--- config.mk ---
export PLATFORM = sky130hd
export DESIGN_NAME = id_ex_stage
export DESIGN_NICKNAME = d
export VERILOG_FILES = /design/src/rtl/rv32_pkg.sv /design/src/rtl/id_ex_stage_imm_gen.sv /design/src/rtl/id_ex_stage.sv
export SDC_FILE = /design/constraint.sdc
export NUM_CORES = 1
export LEC_CHECK = 0
export BUFFER_PORTS_ARGS = -buffer_cell sky130_fd_sc_hd__buf_4
export CAP_MARGIN = 10
export CORE_UTILIZATION = 44
export CTS_CLUSTER_DIAMETER = 50
export DETAILED_ROUTE_END_ITERATION = 10
export HOLD_SLACK_MARGIN = 0.1
export PLACE_DENSITY = 0.78
export SYNTH_ARGS = -nofsm -noshare
export SYNTH_HDL_FRONTEND = slang
export SYNTH_SLANG_ARGS = --single-unit
--- constraint.sdc ---
create_clock -name clk -period 2.27 [get_ports clk]
set_input_delay 0.3405 -clock clk [delete_from_list [all_inputs] [get_ports clk]]
set_output_delay 0.3405 -clock clk [all_outputs]
set_load 0.01 [all_outputs]
--- src/rtl/rv32_pkg.sv ---
// Shared RV32I definitions: base opcodes, immediate formats and the
// control bundle carried down the pipeline.
package rv32_pkg;

    localparam logic [6:0] OP_R      = 7'b0110011;
    localparam logic [6:0] OP_IMM    = 7'b0010011;
    localparam logic [6:0] OP_LOAD   = 7'b0000011;
    localparam logic [6:0] OP_STORE  = 7'b0100011;
    localparam logic [6:0] OP_BRANCH = 7'b1100011;
    localparam logic [6:0] OP_JAL    = 7'b1101111;
    localparam logic [6:0] OP_JALR   = 7'b1100111;
    localparam logic [6:0] OP_LUI    = 7'b0110111;
    localparam logic [6:0] OP_AUIPC  = 7'b0010111;

    typedef enum logic [2:0] {
        IMM_I,
        IMM_S,
        IMM_B,
        IMM_U,
        IMM_J
    } imm_fmt_t;

    typedef struct packed {
        logic reg_write;
        logic mem_read;
        logic mem_write;
        logic branch;
        logic jump;
        logic illegal;
    } ctrl_t;

endpackage

--- src/rtl/id_ex_stage_imm_gen.sv ---
// Combinational RV32I immediate generator; every format is sign-extended
// from instr[31]. Also used by the IF-stage branch predictor.
module imm_gen
    import rv32_pkg::*;
(
    input  logic [31:0] instr,
    input  imm_fmt_t    fmt,
    output logic [31:0] imm
);

    always_comb begin
        imm = {{20{instr[31]}}, instr[31:20]};
        case (fmt)
            IMM_I: imm = {{20{instr[31]}}, instr[31:20]};
            IMM_S: imm = {{20{instr[31]}}, instr[31:25], instr[11:7]};
            IMM_B: imm = {{19{instr[31]}}, instr[31], instr[7], instr[30:25], instr[11:8], 1'b0};
            IMM_U: imm = {instr[31:12], 12'b0};
            IMM_J: imm = {{11{instr[31]}}, instr[31], instr[19:12], instr[20], instr[30:21], 1'b0};
            default: ;
        endcase
    end

endmodule

--- src/rtl/id_ex_stage.sv ---
// RV32I decode stage and ID/EX pipeline register: immediate generation,
// operand forwarding/selection and load-use hazard detection.
module id_ex_stage
    import rv32_pkg::*;
#(
    parameter int          XLEN      = 32,
    parameter logic [31:0] NOP_INSTR = 32'h00000013
) (
    input  logic            clk,
    input  logic            reset,
    input  logic            if_valid,
    input  logic [31:0]     if_instr,
    input  logic [31:0]     if_pc,
    input  logic [XLEN-1:0] rs1_data,
    input  logic [XLEN-1:0] rs2_data,
    input  logic [4:0]      ex_mem_rd,
    input  logic            ex_mem_wr,
    input  logic [XLEN-1:0] ex_mem_data,
    input  logic [4:0]      mem_wb_rd,
    input  logic            mem_wb_wr,
    input  logic [XLEN-1:0] mem_wb_data,
    input  logic            stall_in,
    input  logic            flush,
    output logic            stall_req,
    output logic            ex_valid,
    output logic [6:0]      ex_opcode,
    output logic [2:0]      ex_funct3,
    output logic [6:0]      ex_funct7,
    output logic [XLEN-1:0] ex_in_one,
    output logic [XLEN-1:0] ex_in_two,
    output logic [XLEN-1:0] ex_store_data,
    output logic [31:0]     ex_pc,
    output logic [4:0]      ex_rd,
    output logic            ex_reg_write,
    output logic            ex_mem_read,
    output logic            ex_mem_write,
    output logic            ex_branch,
    output logic            ex_jump,
    output logic            ex_illegal
);

    logic [6:0]      opcode;
    logic [2:0]      funct3;
    logic [4:0]      rs1, rs2, rd;
    imm_fmt_t        imm_fmt;
    logic [31:0]     imm;
    logic [XLEN-1:0] fwd_rs1, fwd_rs2;

    logic [6:0]      d_opcode, d_funct7;
    logic [2:0]      d_funct3;
    logic [XLEN-1:0] d_in_one, d_in_two;
    logic            writes_rd, uses_rs1, uses_rs2;
    ctrl_t           d_ctrl, ex_ctrl;

    assign opcode = if_instr[6:0];
    assign funct3 = if_instr[14:12];
    assign rd     = if_instr[11:7];
    assign rs1    = if_instr[19:15];
    assign rs2    = if_instr[24:20];

    always_comb begin
        case (opcode)
            OP_STORE:         imm_fmt = IMM_S;
            OP_BRANCH:        imm_fmt = IMM_B;
            OP_LUI, OP_AUIPC: imm_fmt = IMM_U;
            OP_JAL:           imm_fmt = IMM_J;
            default:          imm_fmt = IMM_I;
        endcase
    end

    imm_gen u_imm_gen (
        .instr (if_instr),
        .fmt   (imm_fmt),
        .imm   (imm)
    );

    // x0 is never forwarded; the younger EX/MEM result beats MEM/WB.
    assign fwd_rs1 = (rs1 != 5'd0 && ex_mem_wr && ex_mem_rd == rs1) ? ex_mem_data :
                     (rs1 != 5'd0 && mem_wb_wr && mem_wb_rd == rs1) ? mem_wb_data : rs1_data;
    assign fwd_rs2 = (rs2 != 5'd0 && ex_mem_wr && ex_mem_rd == rs2) ? ex_mem_data :
                     (rs2 != 5'd0 && mem_wb_wr && mem_wb_rd == rs2) ? mem_wb_data : rs2_data;

    always_comb begin
        d_opcode  = opcode;
        d_funct3  = funct3;
        d_funct7  = '0;
        d_in_one  = fwd_rs1;
        d_in_two  = imm;
        d_ctrl    = '0;
        writes_rd = 1'b0;
        uses_rs1  = 1'b0;
        uses_rs2  = 1'b0;
        case (opcode)
            OP_R: begin
                d_in_two  = fwd_rs2;
                d_funct7  = if_instr[31:25];
                writes_rd = 1'b1;
                uses_rs1  = 1'b1;
                uses_rs2  = 1'b1;
            end
            OP_IMM: begin
                if (funct3 == 3'b001 || funct3 == 3'b101)
                    d_funct7 = if_instr[31:25];
                writes_rd = 1'b1;
                uses_rs1  = 1'b1;
            end
            OP_LOAD: begin
                d_ctrl.mem_read = 1'b1;
                writes_rd = 1'b1;
                uses_rs1  = 1'b1;
            end
            OP_JALR: begin
                d_ctrl.jump = 1'b1;
                writes_rd = 1'b1;
                uses_rs1  = 1'b1;
            end
            OP_STORE: begin
                d_ctrl.mem_write = 1'b1;
                uses_rs1 = 1'b1;
                uses_rs2 = 1'b1;
            end
            OP_BRANCH: begin
                d_in_two = fwd_rs2;
                d_ctrl.branch = 1'b1;
                uses_rs1 = 1'b1;
                uses_rs2 = 1'b1;
            end
            OP_JAL: begin
                d_in_one    = if_pc;
                d_ctrl.jump = 1'b1;
                writes_rd   = 1'b1;
            end
            // LUI/AUIPC become an ADDI so the ALU needs no extra opcodes.
            OP_LUI, OP_AUIPC: begin
                d_opcode  = OP_IMM;
                d_funct3  = 3'b000;
                d_in_one  = (opcode == OP_AUIPC) ? if_pc : '0;
                writes_rd = 1'b1;
            end
            default: begin
                d_in_one       = '0;
                d_in_two       = '0;
                d_ctrl.illegal = 1'b1;
            end
        endcase
        d_ctrl.reg_write = writes_rd && (rd != 5'd0);
    end

    assign stall_req = !flush && ex_valid && ex_ctrl.mem_read && (ex_rd != 5'd0) && if_valid &&
                       ((uses_rs1 && rs1 == ex_rd) || (uses_rs2 && rs2 == ex_rd));

    always_ff @(posedge clk) begin
        if (reset) begin
            ex_valid      <= 1'b0;
            ex_ctrl       <= '0;
            ex_opcode     <= '0;
            ex_funct3     <= '0;
            ex_funct7     <= '0;
            ex_in_one     <= '0;
            ex_in_two     <= '0;
            ex_store_data <= '0;
            ex_pc         <= '0;
            ex_rd         <= '0;
        end else if (flush || (!stall_in && stall_req)) begin
            // Killed entries and load-use bubbles both look like a NOP to EX.
            ex_valid      <= 1'b0;
            ex_ctrl       <= '0;
            ex_opcode     <= NOP_INSTR[6:0];
            ex_funct3     <= NOP_INSTR[14:12];
            ex_funct7     <= '0;
            ex_in_one     <= '0;
            ex_in_two     <= '0;
            ex_store_data <= '0;
            ex_pc         <= '0;
            ex_rd         <= '0;
        end else if (!stall_in) begin
            ex_valid      <= if_valid;
            ex_ctrl       <= d_ctrl;
            ex_opcode     <= d_opcode;
            ex_funct3     <= d_funct3;
            ex_funct7     <= d_funct7;
            ex_in_one     <= d_in_one;
            ex_in_two     <= d_in_two;
            ex_store_data <= fwd_rs2;
            ex_pc         <= if_pc;
            ex_rd         <= writes_rd ? rd : 5'd0;
        end
    end

    assign ex_reg_write = ex_ctrl.reg_write;
    assign ex_mem_read  = ex_ctrl.mem_read;
    assign ex_mem_write = ex_ctrl.mem_write;
    assign ex_branch    = ex_ctrl.branch;
    assign ex_jump      = ex_ctrl.jump;
    assign ex_illegal   = ex_ctrl.illegal;

endmodule

==> Word level (Yosys, flattened, before mapping) <==
Cells that the tools add are included.
{ "totals": {"input_bits": 209, "elab_cells": 97, "output_inout_bits": 158, "ff_bits": 157} }
{ "classes": {"n_mux": 24, "n_reduce_logical": 35, "n_eq_ne": 22} }
{ "op_table": {"columns": ["cell", "n"], "rows": [
  ["two-way mux 32 bit", 5],
  ["case mux 31 bit (4 select lines)", 1],
  ["case mux 32 bit (3 select lines)", 1],
  ["case mux 32 bit (2 select lines)", 1],
  ["== test 5 bit", 6],
  ["== test 7 x 6 -> 1 bit (second input constant)", 3],
  ["== test 7 bit (second input constant)", 3],
  ["nonzero test 5 bit", 4],
  ["logical AND 1 bit", 17],
  ["two-way mux 5 bit", 3],
  ["== test 7 x 5 -> 1 bit (second input constant)", 2],
  ["two-way mux 7 bit", 2],
  ["case mux 7 bit (2 select lines)", 1],
  ["OR reduction 7 bit", 2],
  ["case mux 3 bit (4 select lines)", 1],
  ["OR reduction 9 bit", 1],
  ["two-way mux 1 bit", 8],
  ["OR reduction 2 bit", 4],
  ["== test 7 x 2 -> 1 bit (second input constant)", 1],
  ["== test 3 x 1 -> 1 bit (second input constant)", 2],
  ["== test 3 x 2 -> 1 bit (second input constant)", 2],
  ["== test 3 bit (second input constant)", 2],
  ["OR reduction 6 bit", 1],
  ["logical OR 1 bit", 3],
  ["other kinds (4)", 5]
]} }

==> Logic depth before layout (Yosys ltp) <==
Gate-level depths: netlist of run 1.
{ "logic_depth": {"ltp_word": 9, "mapped_depth": 10, "mapped_depth_nobuf": 6} }

==> Cells and area by module <==
A second synthesis of run 1 with hierarchy kept.
{ "unflattened": {"hier_cells": 1007, "area_unflattened_um2": 8095.3} }
{ "modules_own_cells": {"columns": ["mod", "n_inst", "seq_area_each_um2", "cells_each", "area_each_um2"], "rows": [
  ["id_ex_stage", 1, 3143.0, 917, 7503.4],
  ["imm_gen", 1, 0.0, 90, 591.8]
]} }

==> Least setup slack after synthesis of run 1 <==
No wires, ideal clock.
{ "synth_path": {"path_type": "in2reg", "start": "input if_instr[23]", "end": "register ex_in_two[6]", "t_arrival_ns": 2.115, "path_buffers": 3, "required_time_ns": 2.146, "setup_ns": 0.124, "setup_slack_ns": 0.031, "path_stages": 9, "cell_sequence": "buf_2 > or4_4 > o211a_2 > buf_6 > buf_2 > nand3_1 > a31oi_1 > a222oi_1 > nor2_1"} }
{ "synth_via": {"elab_chain_cells": 7, "word_cells_on_any_way": 17, "classes_between": "eq/ne: 3; mux: 3; reduce/logical: 11"} }
{ "synth_rtl": {"columns": ["element", "line", "text"], "rows": [
  ["start, declared", "id_ex_stage.sv:12", "input logic [31:0] if_instr,"],
  ["branches (longest 7 deep; another with two-way mux 32 bit)", null, null],
  ["end signal, assigned", "id_ex_stage.sv:183", "ex_in_two <= d_in_two;"],
  ["end, declared", "id_ex_stage.sv:30", "output logic [XLEN-1:0] ex_in_two,"]
]} }
Parallel ways; which one is timed is not known.
A chain may end at the register's enable or synchronous reset.

==> Worst setup path after layout of run 1 <==
{ "layout_path": {"start": "register ex_rd[3]", "end": "output stall_req"} }
{ "layout_via": {"elab_chain_cells": 4, "word_cells_on_any_way": 9, "classes_between": "eq/ne: 2; reduce/logical: 7"} }
{ "layout_rtl": {"columns": ["element", "line", "text"], "rows": [
  ["start, declared", "id_ex_stage.sv:33", "output logic [4:0] ex_rd,"],
  ["start signal, assigned", "id_ex_stage.sv:186", "ex_rd <= writes_rd ? rd : 5'd0;"],
  ["== test 5 bit / nonzero test 5 bit (equally long branches)", "id_ex_stage.sv:150, id_ex_stage.sv:149", null],
  ["logical AND 1 bit (on tied branches)", "id_ex_stage.sv:150, id_ex_stage.sv:149", null],
  ["logical OR 1 bit / logical AND 1 bit (equally long branches)", "id_ex_stage.sv:150, id_ex_stage.sv:149", null],
  ["logical AND 1 bit *", "id_ex_stage.sv:149", "assign stall_req = !flush && ex_valid && ex_ctrl.mem_read && (ex_rd != 5'd0) && if_valid &&"],
  ["end, declared", "id_ex_stage.sv:24", "output logic stall_req,"]
]} }
Every way passes the cells marked *; elsewhere a longest branch is shown, timed or not.

==> results of run 1 <==
path summary, 6_finish.rpt:
path	start	end	slack (ps)	cells past startpoint
setup / recovery	ex_rd[3]	stall_req	60	7
hold / removal	if_valid	ex_valid	150	3
setup reg to reg	ex_rd[0]	ex_in_two[23]	240	9
hold reg to reg	ex_store_data[14]	ex_store_data[14]	470	2
cell usage in the layout, fill, tap and decap left out, types with 5 or more instances in the layout:
| cell type | instances |
|---|---|
| o21ai_0 | 36 |
| buf_12 | 19 |
| or3_1 | 23 |
| xor2_1 | 10 |
| a31oi_1 | 32 |
| clkinv_8 | 5 |
| buf_4 | 424 |
| a21o_1 | 5 |
| nor3_1 | 42 |
| clkbuf_16 | 17 |
| a221oi_1 | 19 |
| a211o_1 | 16 |
| a22o_1 | 5 |
| nand3_1 | 24 |
| nand3b_1 | 10 |
| o31a_1 | 14 |
| and3_1 | 25 |
| dfxtp_1 | 153 |
| a211oi_2 | 14 |
| xnor2_1 | 21 |
| a211oi_1 | 18 |
| mux2i_1 | 73 |
| a21oi_1 | 83 |
| nor3b_1 | 6 |
| nand2_1 | 57 |
| nor2b_1 | 5 |
| a22oi_1 | 43 |
| nor2_1 | 139 |
| nand4_1 | 5 |
registers in the layout, summed over array words and instances (netlist names), 3 cells and up:
signal,count
ex_in_one,32
ex_funct7,7
ex_in_two,32
ex_funct3,3
ex_pc,32
ex_opcode,7
ex_store_data,32
ex_rd,5
cells by family (layout without fill, tap and decap cells):
kind of cell | after synthesis | in the layout
simple gates | 363 | 363
buf+inv | 104 | 480
compound gates | 304 | 304
mux | 74 | 74
xor+xnor | 31 | 31
flops | 157 | 157
routing by layer:
metal / GRT usage, % / up-vias
met1: 45.3 / 4641
met4: 15.7 / 0
met2: 55.4 / 607
met3: 7.20 / 94
met5: 0 / -
li1: - / 4515
power breakdown:
| part | internal, mW | leakage (nW) | total [mW] | switching (mW) |
|---|---|---|---|---|
| logic | 0.605 | 3.94 | 1.24 | 0.634 |
| registers | 2.80 | 1.28 | 2.84 | 0.0311 |
| clock network | 1.71 | 0.310 | 3.12 | 1.42 |
area by class of cell:
cell class | count | area, sq um | area share, %
Timing Repair Buffer | 446 | 3600 | 28.4
Multi-Input combinational cell | 772 | 4920 | 38.9
Tap cell | 260 | 325 | 2.57
Clock inverter | 15 | 220 | 1.74
Inverter | 2 | 7.51 | 0.0593
Sequential cell | 157 | 3150 | 24.9
Clock buffer | 17 | 425 | 3.36
critical path: stages (launching register included):
cell     delay, ps
dfxtp_4        370
or4_1          510
nor2_1         130
nor3_1          50
o21ai_1         90
buf_4          150
inv_2           40
buf_6          110
stage by stage:
step / power, mW / std cells / setup TNS, ps
5_1_grt: 7.43 / 1669 / -5.93
3_3_place_gp: 4.10 / 1634 / -4140
6_report: 7.20 / 1669 / 0
4_1_cts: 7.21 / 1668 / 0
3_5_place_dp: 4.11 / 1634 / -4570
2_1_floorplan: 3.43 / 1033 / 0
timing repair:
item / CTS / global route
setup buffers: 1 / 1
endpoints found under the hold margin: 3 / 0
gates resized for setup: 2 / 8
hold buffers: 1 / 0
pin swaps: 0 / 3
setup endpoints to repair: 1 / 1
gates cloned: 0 / 0
==> results.md, run 1 <==
- Synth cell count leaders: dfxtp_1 (157), nor2_1 (140), a21oi_1 (83)
- DR vias: between 9000 and 10000
- Top-count cell post-synth: dfxtp_1
- CORE AREA: about 19000 sq um
- Critical Path AT: ~1900 ps
- Port Buffer Count: 366
- Slew @ Worst Pin: 1150 ps
- Post-Synth XOR/XNOR Area: under 10%
- Top cell type's share of synthesized area: around 37%
- Routed WL: 35.4 mm
- Wl on met1: 14.3 mm
- CP Capture Type: output port
- Row cnt: 50
- Clock buffer depth: 2
- Initial antenna violation count: 0
- Worst Hold Class: in2reg
- Max FO, Critical Path: 5
- Async SR Flop Fraction: 0%
- Slew margin rel.: 23.2%
- CTS tree: built
- Top_reg_cell synth: dfxtp_1
- Fillers: 1568
- Top post-synthesis cells by area: dfxtp_1 (37%), mux2i_1 (8.6%), nor2_1 (6.2%)
- Setup CP Type: reg2out
- Tcrit/Tclk final: 97.6%
- Flop and latch count out of synthesis: 157
- Nets@finish: 1605
- Mean area per synthesized cell: 8.25 sq um
- IO Pins: 367
- Synth Area in Adders: 0%
- Die X: 141 um
- Pins over their slew limit: 0
- Post-DP HPWL: about 27 mm
- RSZ-0062 raised after global routing: yes
- CTS clk-pin slew, worst paths: 70 ps
- Largest net degree at the start of global routing: 91
- Setup crit start kind: flop
- Share of layout cells above drive strength 1: between 30% and 40%
- Post-DP Area: 12000 sq um
- Vias in the first global route: 9317
- Largest family of logic cells by synthesized area: compound AO/OA/AOI/OAI gates
- Initial DRC Count: 951
- Grt total ovfl: 0
- DRC Markers: 0
- Antenna Nets Post-Route: 0
- Final setup viols: 0
- Placer Congestion: 0.940
- Outcome: complete, no violations
- Met2 wire length: 16.2 mm
- Final worst slack: around 55 ps
- Final design utilization: 67.2%
- Leakage: 5.53 nW
- Fin crit period: roughly 2200 ps
- ANT cells: 0
- H-tree depth: 4
- Design Area, Final: 12700 sq um
- Max-cap violations: 0
- Metal3 WL: 3.45 mm
- Synthesis Warnings: 0
- Initial Util: a little under half
- Synth unique cells: 58
- Area Overhead vs Synth: 48.6%
- Synthesized area: between 8000 and 9000 sq um
- Compound-Gate Fraction of Synth Area: 24.8%
- Die area: approximately 20000 sq um
- Max VDD drop: 527 uV
- Vias per inst: 5.91
- Post-synth EDFFs: 0
- First-pass detailed-route iteration total: 5
- Root Buffer: clkbuf_16
- Worst EP required: slightly below 2000 ps
- First-pass GRT wire length: 53.0 mm
- Hold Fails Final Rpt: 0
- Clk sink count: ~160
- GR Util All Layers: 34.8%
- Routed len/inst: 21.2 um
- Cells after Synth: 1033
- Sequential fraction of the synthesis area: 36.9%
- Power Dens Cells: 569 nW/um^2
- Top layer reached by signal wires: met4
- Die Height: ~140 um
- Place WS: -191 ps
- Clock skew: 10.9 ps
- Post-synthesis simple-gate area fraction: 20.8%
- Syn Nets: about 1200
- Worst-Skew Late Latency: 440 ps
- Yosys top cell by area: dfxtp_1
- Final hold slack: around 150 ps
- Max Clk Rate: 452 MHz
- Mux share of post-synthesis cell area: 8.71%
- Total CTS buffers: 17
Power figures use the tool's default switching activity.
==> run 2: changes to the inputs <==
--- a/config.mk
+++ b/config.mk
@@ -5,10 +5,11 @@
 export SDC_FILE = /design/constraint.sdc
 export NUM_CORES = 1
 export LEC_CHECK = 0
+export ABC_AREA = 1
 export BUFFER_PORTS_ARGS = -buffer_cell sky130_fd_sc_hd__buf_4
 export CAP_MARGIN = 10
-export CORE_UTILIZATION = 44
-export CTS_CLUSTER_DIAMETER = 50
+export CORE_MARGIN = 2
+export CORE_UTILIZATION = 45
 export DETAILED_ROUTE_END_ITERATION = 10
 export HOLD_SLACK_MARGIN = 0.1
 export PLACE_DENSITY = 0.78
==> run 2 against run 1 <==
Net effect:
- cell count up 30%
- global-route usage fell by 1.9 points
- utilization fell by 3.2 points
- critical path depth is 1 higher
- critical endpoint unchanged
- largest power group unchanged
==> results.md, run 2 <==
- Outcome: complete, no violations
- Clk sink count: 157 (unchanged)
- Placer Congestion: 0.964 (+2.6%)
- Slew margin rel.: 50.3% (+27 points)
- Mean area per synthesized cell: 5.95 sq um (-28%)
- Max-cap violations: 0 (unchanged)
- Antenna Nets Post-Route: 0 (unchanged)
- P_int: 5.13 mW (+0.20%)
- Share of layout cells above drive strength 1: 24.0% (-12 points)
- Synthesis Warnings: 0 (unchanged)
- GR Util All Layers: 32.9% (-1.9 points)
- Nets@finish: 2104 (+31%)
- Max FO, Critical Path: 5 (unchanged)
- Root Buffer: clkbuf_16
- Psw: 1.98 mW (-4.9%)
- Top_reg_cell synth: dfxtp_1
- Area of the multi-input gates: 5150 sq um (+4.5%)
- Final Non-Filler Cells: 2178 (+30%)
- Most common cell after layout, fill and taps aside: nand2_1
- Top cell type's share of synthesized area: 33.4% (-3.5 points)
- Worst-Skew Late Latency: 430 ps (about the same)
- Pins over their slew limit: 0 (unchanged)
- Max stage delay on crit path: 450 ps (-60 ps)
- Critical Path AT: 1790 ps (-80 ps)
- CTS tree: built
- Flop and latch count out of synthesis: 157 (unchanged)
- Initial Util: 46.3% (+1.0 points)
- Synth cell count leaders: nand2_1 (556), nand3_1 (294), inv_1 (173)
- Combinational share of power: 17.2% (about the same)
- Top post-synthesis cells by area: dfxtp_1 (33%), nand2_1 (22%), nand3_1 (16%)
- Syn Nets: 1792 (+44%)
- RSZ-0062 raised after global routing: no
- Fin crit period: 2130 ps (-84.8 ps)
- Worst path cell trace: xnor2_1 > nand3_1 > nor2_1 > inv_1 > nand2_1 > nand3_1 > inv_1 > buf_4
- Clock network power share: 42.7% (-0.7 points)
- Total CTS buffers: 17 (unchanged)
- CORE AREA: 20400 sq um (+8.1%)
- Vias in the first global route: 10900 (+17%)
- Worst Hold Class: in2reg
- DR vias: 11700 (+19%)
- Reg2Reg Depth: 9 (unchanged)
- Synth unique cells: 25 (-57%)
- CTS clk-pin slew, worst paths: 70 ps (about the same)
- Post-DP HPWL: 28.5 mm (+4.1%)
- First-pass GRT wire length: 57.0 mm (+7.5%)
- Row cnt: 52 (+4.0%)
- Hold_buf cts: 0 (-1)
- Sequential fraction of the synthesis area: 33.4% (-3.5 points)
- Vias per inst: 5.39 (-8.7%)
- DRC Markers: 0 (unchanged)
- Inst Count DP: 2146 (+31%)
- Cells after Synth: 1583 (+53%)
- Port Buffer Count: 366 (unchanged)
- Hold Fails Final Rpt: 0 (unchanged)
- Slew @ Worst Pin: 745 ps (-403 ps)
- H-tree depth: 4 (unchanged)
- Clock buffer depth: 2 (unchanged)
- Worst EP required: 1930 ps (about the same)
- Async SR Flop Fraction: 0% (unchanged)
- Die X: 149 um (+5.3%)
- Most frequent cells in the layout: nand2_1 (556), buf_4 (388), nand3_1 (294)
- First-pass detailed-route iteration total: 5 (unchanged)
- Max VDD drop: 513 uV (-2.6%)
- Die Height: 149 um (+5.3%)
- Die area: 22100 sq um (+11%)
- Post-synth EDFFs: 0 (unchanged)
- FF/Latch Area: 3140 sq um (-0.32%)
- Hold Crit Depth: 3 (unchanged)
- Largest net degree at the start of global routing: 157 (+73%)
- Routed len/inst: 17.3 um (-19%)
- Final setup viols: 0 (unchanged)
- Synthesized area: 9420 sq um (+11%)
- Setup TNS: 0 ps (unchanged)
- Max Clk Rate: 470 MHz (+4.0%)
- CP Capture Type: output port
- Fillers: 1938 (+24%)
- Area Overhead vs Synth: 38.3%
- Seq pwr share: 40.1% (+0.7 points)
- CP max stage cell: dfxtp_1
- Top-count cell post-synth: nand2_1
- Initial DRC Count: 995 (+4.6%)
- Setup CP Type: reg2out
- Postcts setup bufs: 0 (-1)
- Tcrit/Tclk final: 93.8% (-3.7 points)
- Grt total ovfl: 0 (unchanged)
- ANT cells: 0 (unchanged)
- Setup crit start kind: flop
- IO Pins: 367 (unchanged)
- Post-CTS sizing: 0 (-2)
- Switch share: 27.9% (-1.1 points)
- Leakage: 6.86 nW (+24%)
- Clock skew: 7.70 ps (-3.24 ps)
- Yosys top cell by area: dfxtp_1
- Initial antenna violation count: 0 (unchanged)
- Power Dens Cells: 546 nW/um^2 (-4.1%)
- Routed WL: 37.6 mm (+6.3%)
[run 2: changes by cell type in the layout (fill, tap and decap cells not counted), sizes merged, moves of 36 or more]
cell,previous run,this run
nand2,57,560
nand3,24,297
buf,444,397
inv,8,184
mux2i,73,0
nor3,42,6
nor2,140,84
[run 2: kinds of logic after synthesis]
kind of cell	Yosys count	synth area share, %
flip-flops	157	33.4
buffers and inverters	286	12.3
XOR/XNOR	10	0.930
AO/OA/AOI/OAI	150	8.97
AND/OR/NAND/NOR	980	44.5
[run 2: area by class of cell]
cell class	count	area share [%]
multi-input combinational	1140	39.5
sequential	157	24.1
timing repair buffer	397	23.7
inverter	182	5.26
clock buffer	21	3.54
tap	270	2.59
clock inverter	11	1.21
[run 2: through the flow]
step / util (%) / area [sq um] / worst slack [ps] / hold WS, ps / power, mW
global placement: 60.9 / 12400 / 136 / 453 / 4.11
finish: 64.0 / 13000 / 140 / 173 / 7.11
detailed placement: 60.9 / 12400 / 35.7 / 455 / 4.11
CTS: 64.0 / 13000 / 172 / 160 / 7.11
global route: 64.0 / 13000 / 5.89 / 169 / 7.34
floorplan: - / 9420 / 591 / 484 / 3.49
[run 2: routing by layer]
layer | up-vias | wire length [um] | GRT usage (%)
met4 | 0 | 1990 | 17.3
met1 | 5322 | 14700 | 41.6
met3 | 123 | 3330 | 5.98
met5 | - | 0 | 0
met2 | 617 | 17600 | 53.7
li1 | 5680 | - | -
[run 2: worst max-delay path: cells and delay by family, from the launching register on]
kind / cells / cell delay, ps
and+or+nand+nor: 4 / 500
buffers and inverters: 3 / 260
xor gates and xnor gates: 1 / 150
DFF: 1 / 450
[run 2: path summary, 6_finish.rpt]
kind / startpoint / endpoint / slack (ps)
hold reg to reg: ex_funct7[5] / ex_funct7[5] / 460
setup / recovery: ex_rd[0] / stall_req / 140
setup reg to reg: ex_rd[0] / ex_pc[0] / 270
hold / removal: if_pc[20] / ex_pc[20] / 170
[run 2: power groups by stage]
stage / clock network, mW / registers [mW] / logic, mW
final: 3.03 / 2.85 / 1.22
after global routing: 3.16 / 2.85 / 1.33
after CTS: 3.05 / 2.85 / 1.21
after detailed placement: 0 / 2.91 / 1.21
after global placement: 0 / 2.91 / 1.20
after floorplan: 0 / 2.93 / 0.563
==> run 3: changes to the inputs <==
--- a/config.mk
+++ b/config.mk
@@ -5,11 +5,10 @@
 export SDC_FILE = /design/constraint.sdc
 export NUM_CORES = 1
 export LEC_CHECK = 0
-export ABC_AREA = 1
 export BUFFER_PORTS_ARGS = -buffer_cell sky130_fd_sc_hd__buf_4
 export CAP_MARGIN = 10
 export CORE_MARGIN = 2
-export CORE_UTILIZATION = 45
+export CORE_UTILIZATION = 44
 export DETAILED_ROUTE_END_ITERATION = 10
 export HOLD_SLACK_MARGIN = 0.1
 export PLACE_DENSITY = 0.78
==> run 3 against run 2 <==
Net effect:
- sequential share of layout area up 0.83 points
- flip-flop and latch count unchanged
- combinational power about the same
- cell count down 23%
- clock skew up 9.2 ps
- count of clock-buffer cells in the layout down 4
- largest power group unchanged
==> results.md, run 3 (synthesis results as in run 1) <==
- P_int: 4.92 mW (-4.1%)
- Max-cap violations: 0 (unchanged)
- Clock network power share: 42.2% (-0.5 points)
- Worst EP required: 1930 ps (about the same)
- Critical Path AT: 1860 ps (+70 ps)
- Initial antenna violation count: 0 (unchanged)
- Reg2Reg Depth: 8 (-1)
- RSZ-0062 raised after global routing: yes
- Initial Util: 45.2% (-1.0 points)
- Hold Crit Depth: 3 (unchanged)
- CP Capture Type: output port
- Worst Hold Class: in2reg
- DR vias: 9789 (-17%)
- Leakage: 5.52 nW (-20%)
- Outcome: complete, no violations
- Slew @ Worst Pin: 744 ps (-0.990 ps)
- Fin crit period: 2200 ps (+66.5 ps)
- Setup CP Type: reg2out
- Routed len/inst: 21.8 um (+26%)
- Max stage delay on crit path: 520 ps (+70 ps)
- Port Buffer Count: 366 (unchanged)
- WHS Endpoint: ex_valid
- First-pass GRT wire length: 53.7 mm (-5.8%)
- Tcrit/Tclk final: 96.8% (+2.9 points)
- Setup crit start kind: flop
- CP max stage cell: or4_4
- Clock skew: 16.9 ps (+9.19 ps)
- WP buf/inv: 3 (unchanged)
- CTS tree: built
- Total CTS buffers: 17 (unchanged)
- Max VDD drop: 537 uV (+4.7%)
- IO Pins: 367 (unchanged)
- First-pass detailed-route iteration total: 6 (+1)
- ANT cells: 0 (unchanged)
- Psw: 2.15 mW (+8.4%)
- GR Util All Layers: 34.3% (+1.3 points)
- Die X: 143 um (-3.7%)
- R2R setup slack: 270 ps (about the same)
- Share of layout cells above drive strength 1: 36.7% (+13 points)
- Largest net degree at the start of global routing: 69 (-56%)
- Clk sink count: 157 (unchanged)
- RR Endpoint: ex_store_data[25]
- Combinational share of power: 17.6% (+0.4 points)
- Final design utilization: 67.0% (+3.1 points)
- Die area: 20500 sq um (-7.3%)
- Vias in the first global route: 9234 (-15%)
- Post-DP Area: 11900 sq um (-3.7%)
- Max FO, Critical Path: 3 (-2)
- Antenna Nets Post-Route: 0 (unchanged)
- DRC Markers: 0 (unchanged)
- Switch share: 30.4% (+2.5 points)
- Beginning of the worst hold path: if_valid
- Max Clk Rate: 455 MHz (-3.0%)
- Die Height: 143 um (-3.7%)
- Final setup viols: 0 (unchanged)
- Worst-Skew Late Latency: 450 ps (+20 ps)
- Post-DP HPWL: 28.1 mm (-1.3%)
- CTS clk-pin slew, worst paths: 80 ps (about the same)
- Vias per inst: 5.85 (+8.5%)
- Slew margin rel.: 50.2% (-0.12 points)
- Power Dens Cells: 560 nW/um^2 (+2.6%)
- Routed WL: 36.5 mm (-2.9%)
- Nets@finish: 1609 (-24%)
- H-tree depth: 4 (unchanged)
- Pins over their slew limit: 0 (unchanged)
- Area Overhead vs Synth: 48.1%
- Worst r2r src: ex_rd[2]
- Cell family with the largest share of critical-path delay: simple AND/OR/NAND/NOR gates
- Most common cell after layout, fill and taps aside: buf_4
- Row cnt: 50 (-3.8%)
- Most frequent cells in the layout: buf_4 (431), dfxtp_1 (153), nor2_1 (138)
- Grt total ovfl: 0 (unchanged)
- Initial DRC Count: 886 (-11%)
- Worst path cell trace: or4_4 > nor2_2 > nor3_1 > o21ai_1 > buf_4 > inv_2 > buf_6
- Seq pwr share: 40.2% (about the same)
- Root Buffer: clkbuf_16
- Hold Fails Final Rpt: 0 (unchanged)
- Placer Congestion: 1.00 (+3.7%)
- Design Area, Final: 12600 sq um (-3.1%)
- CORE AREA: 18800 sq um (-7.5%)
- Clock buffer depth: 2 (unchanged)
-- run 3: final cells by class --
cell class,count,area [sq um]
repair buffers,450,3580
inverters,2,7.51
well taps,260,325
clock buffers,17,425
clock inverters,15,191
fillers,1633,6210
flip-flops and latches,157,3150
multi-input cells,772,4940
-- run 3: stage by stage --
stage / worst slack [ps] / hold WS (ps) / power (mW) / setup TNS, ps / std cells
after floorplan: 31.3 / 410 / 3.43 / 0 / 1033
after global placement: -167 / 450 / 4.11 / -4230 / 1637
after detailed placement: -168 / 454 / 4.12 / -5060 / 1637
after CTS: 5.20 / 132 / 7.06 / 0 / 1671
after global routing: -6.27 / 154 / 7.26 / -6.27 / 1673
final: 73.8 / 140 / 7.06 / 0 / 1673
-- run 3: worst max path at each step --
| stage | start | to | slack, ps | cells after the start |
|---|---|---|---|---|
| 2_1_floorplan | if_instr[23] | ex_in_two[6] | 30 | 9 |
| 4_1_cts | ex_rd[0] | stall_req | 5 | 7 |
| 6_report | ex_rd[0] | stall_req | 70 | 7 |
| 5_1_grt | ex_rd[0] | stall_req | -6 | 7 |
| 3_5_place_dp | if_instr[23] | ex_in_two[21] | -170 | 8 |
| 3_3_place_gp | if_instr[23] | ex_in_two[21] | -170 | 8 |
-- run 3: power by group through the flow --
stage | combinational, mW | clock (mW) | sequential (mW)
after global routing | 1.32 | 3.10 | 2.84
final | 1.24 | 2.98 | 2.84
after floorplan | 0.511 | 0 | 2.92
after detailed placement | 1.22 | 0 | 2.90
after CTS | 1.22 | 3.01 | 2.84
after global placement | 1.21 | 0 | 2.90
-- run 3: routing by layer --
layer	part of all wire, %	vias up	global-route usage, %	routed length (um)
li1	-	4529	-	-
met1	41	4591	46.4	15000
met2	46	580	54.0	16800
met3	9.2	89	6.64	3370
met4	3.5	0	12.9	1290
met5	0	-	0	0
-- run 3: what timing repair did --
action                                  in CTS  in global routing
hold buffers                                 1                  0
setup buffers                                1                  2
pin swaps                                    0                  1
cloned                                       0                  0
gates resized for setup                      3                 10
hold endpoints to repair                     3                  0
endpoints found under the setup margin       1                  1
-- run 3: worst min-delay path, delay by kind of cell --
kind                   cells  cell delay [ps]
buffers and inverters      1               90
multiplexers               1               50
AND/OR/NAND/NOR            1               70
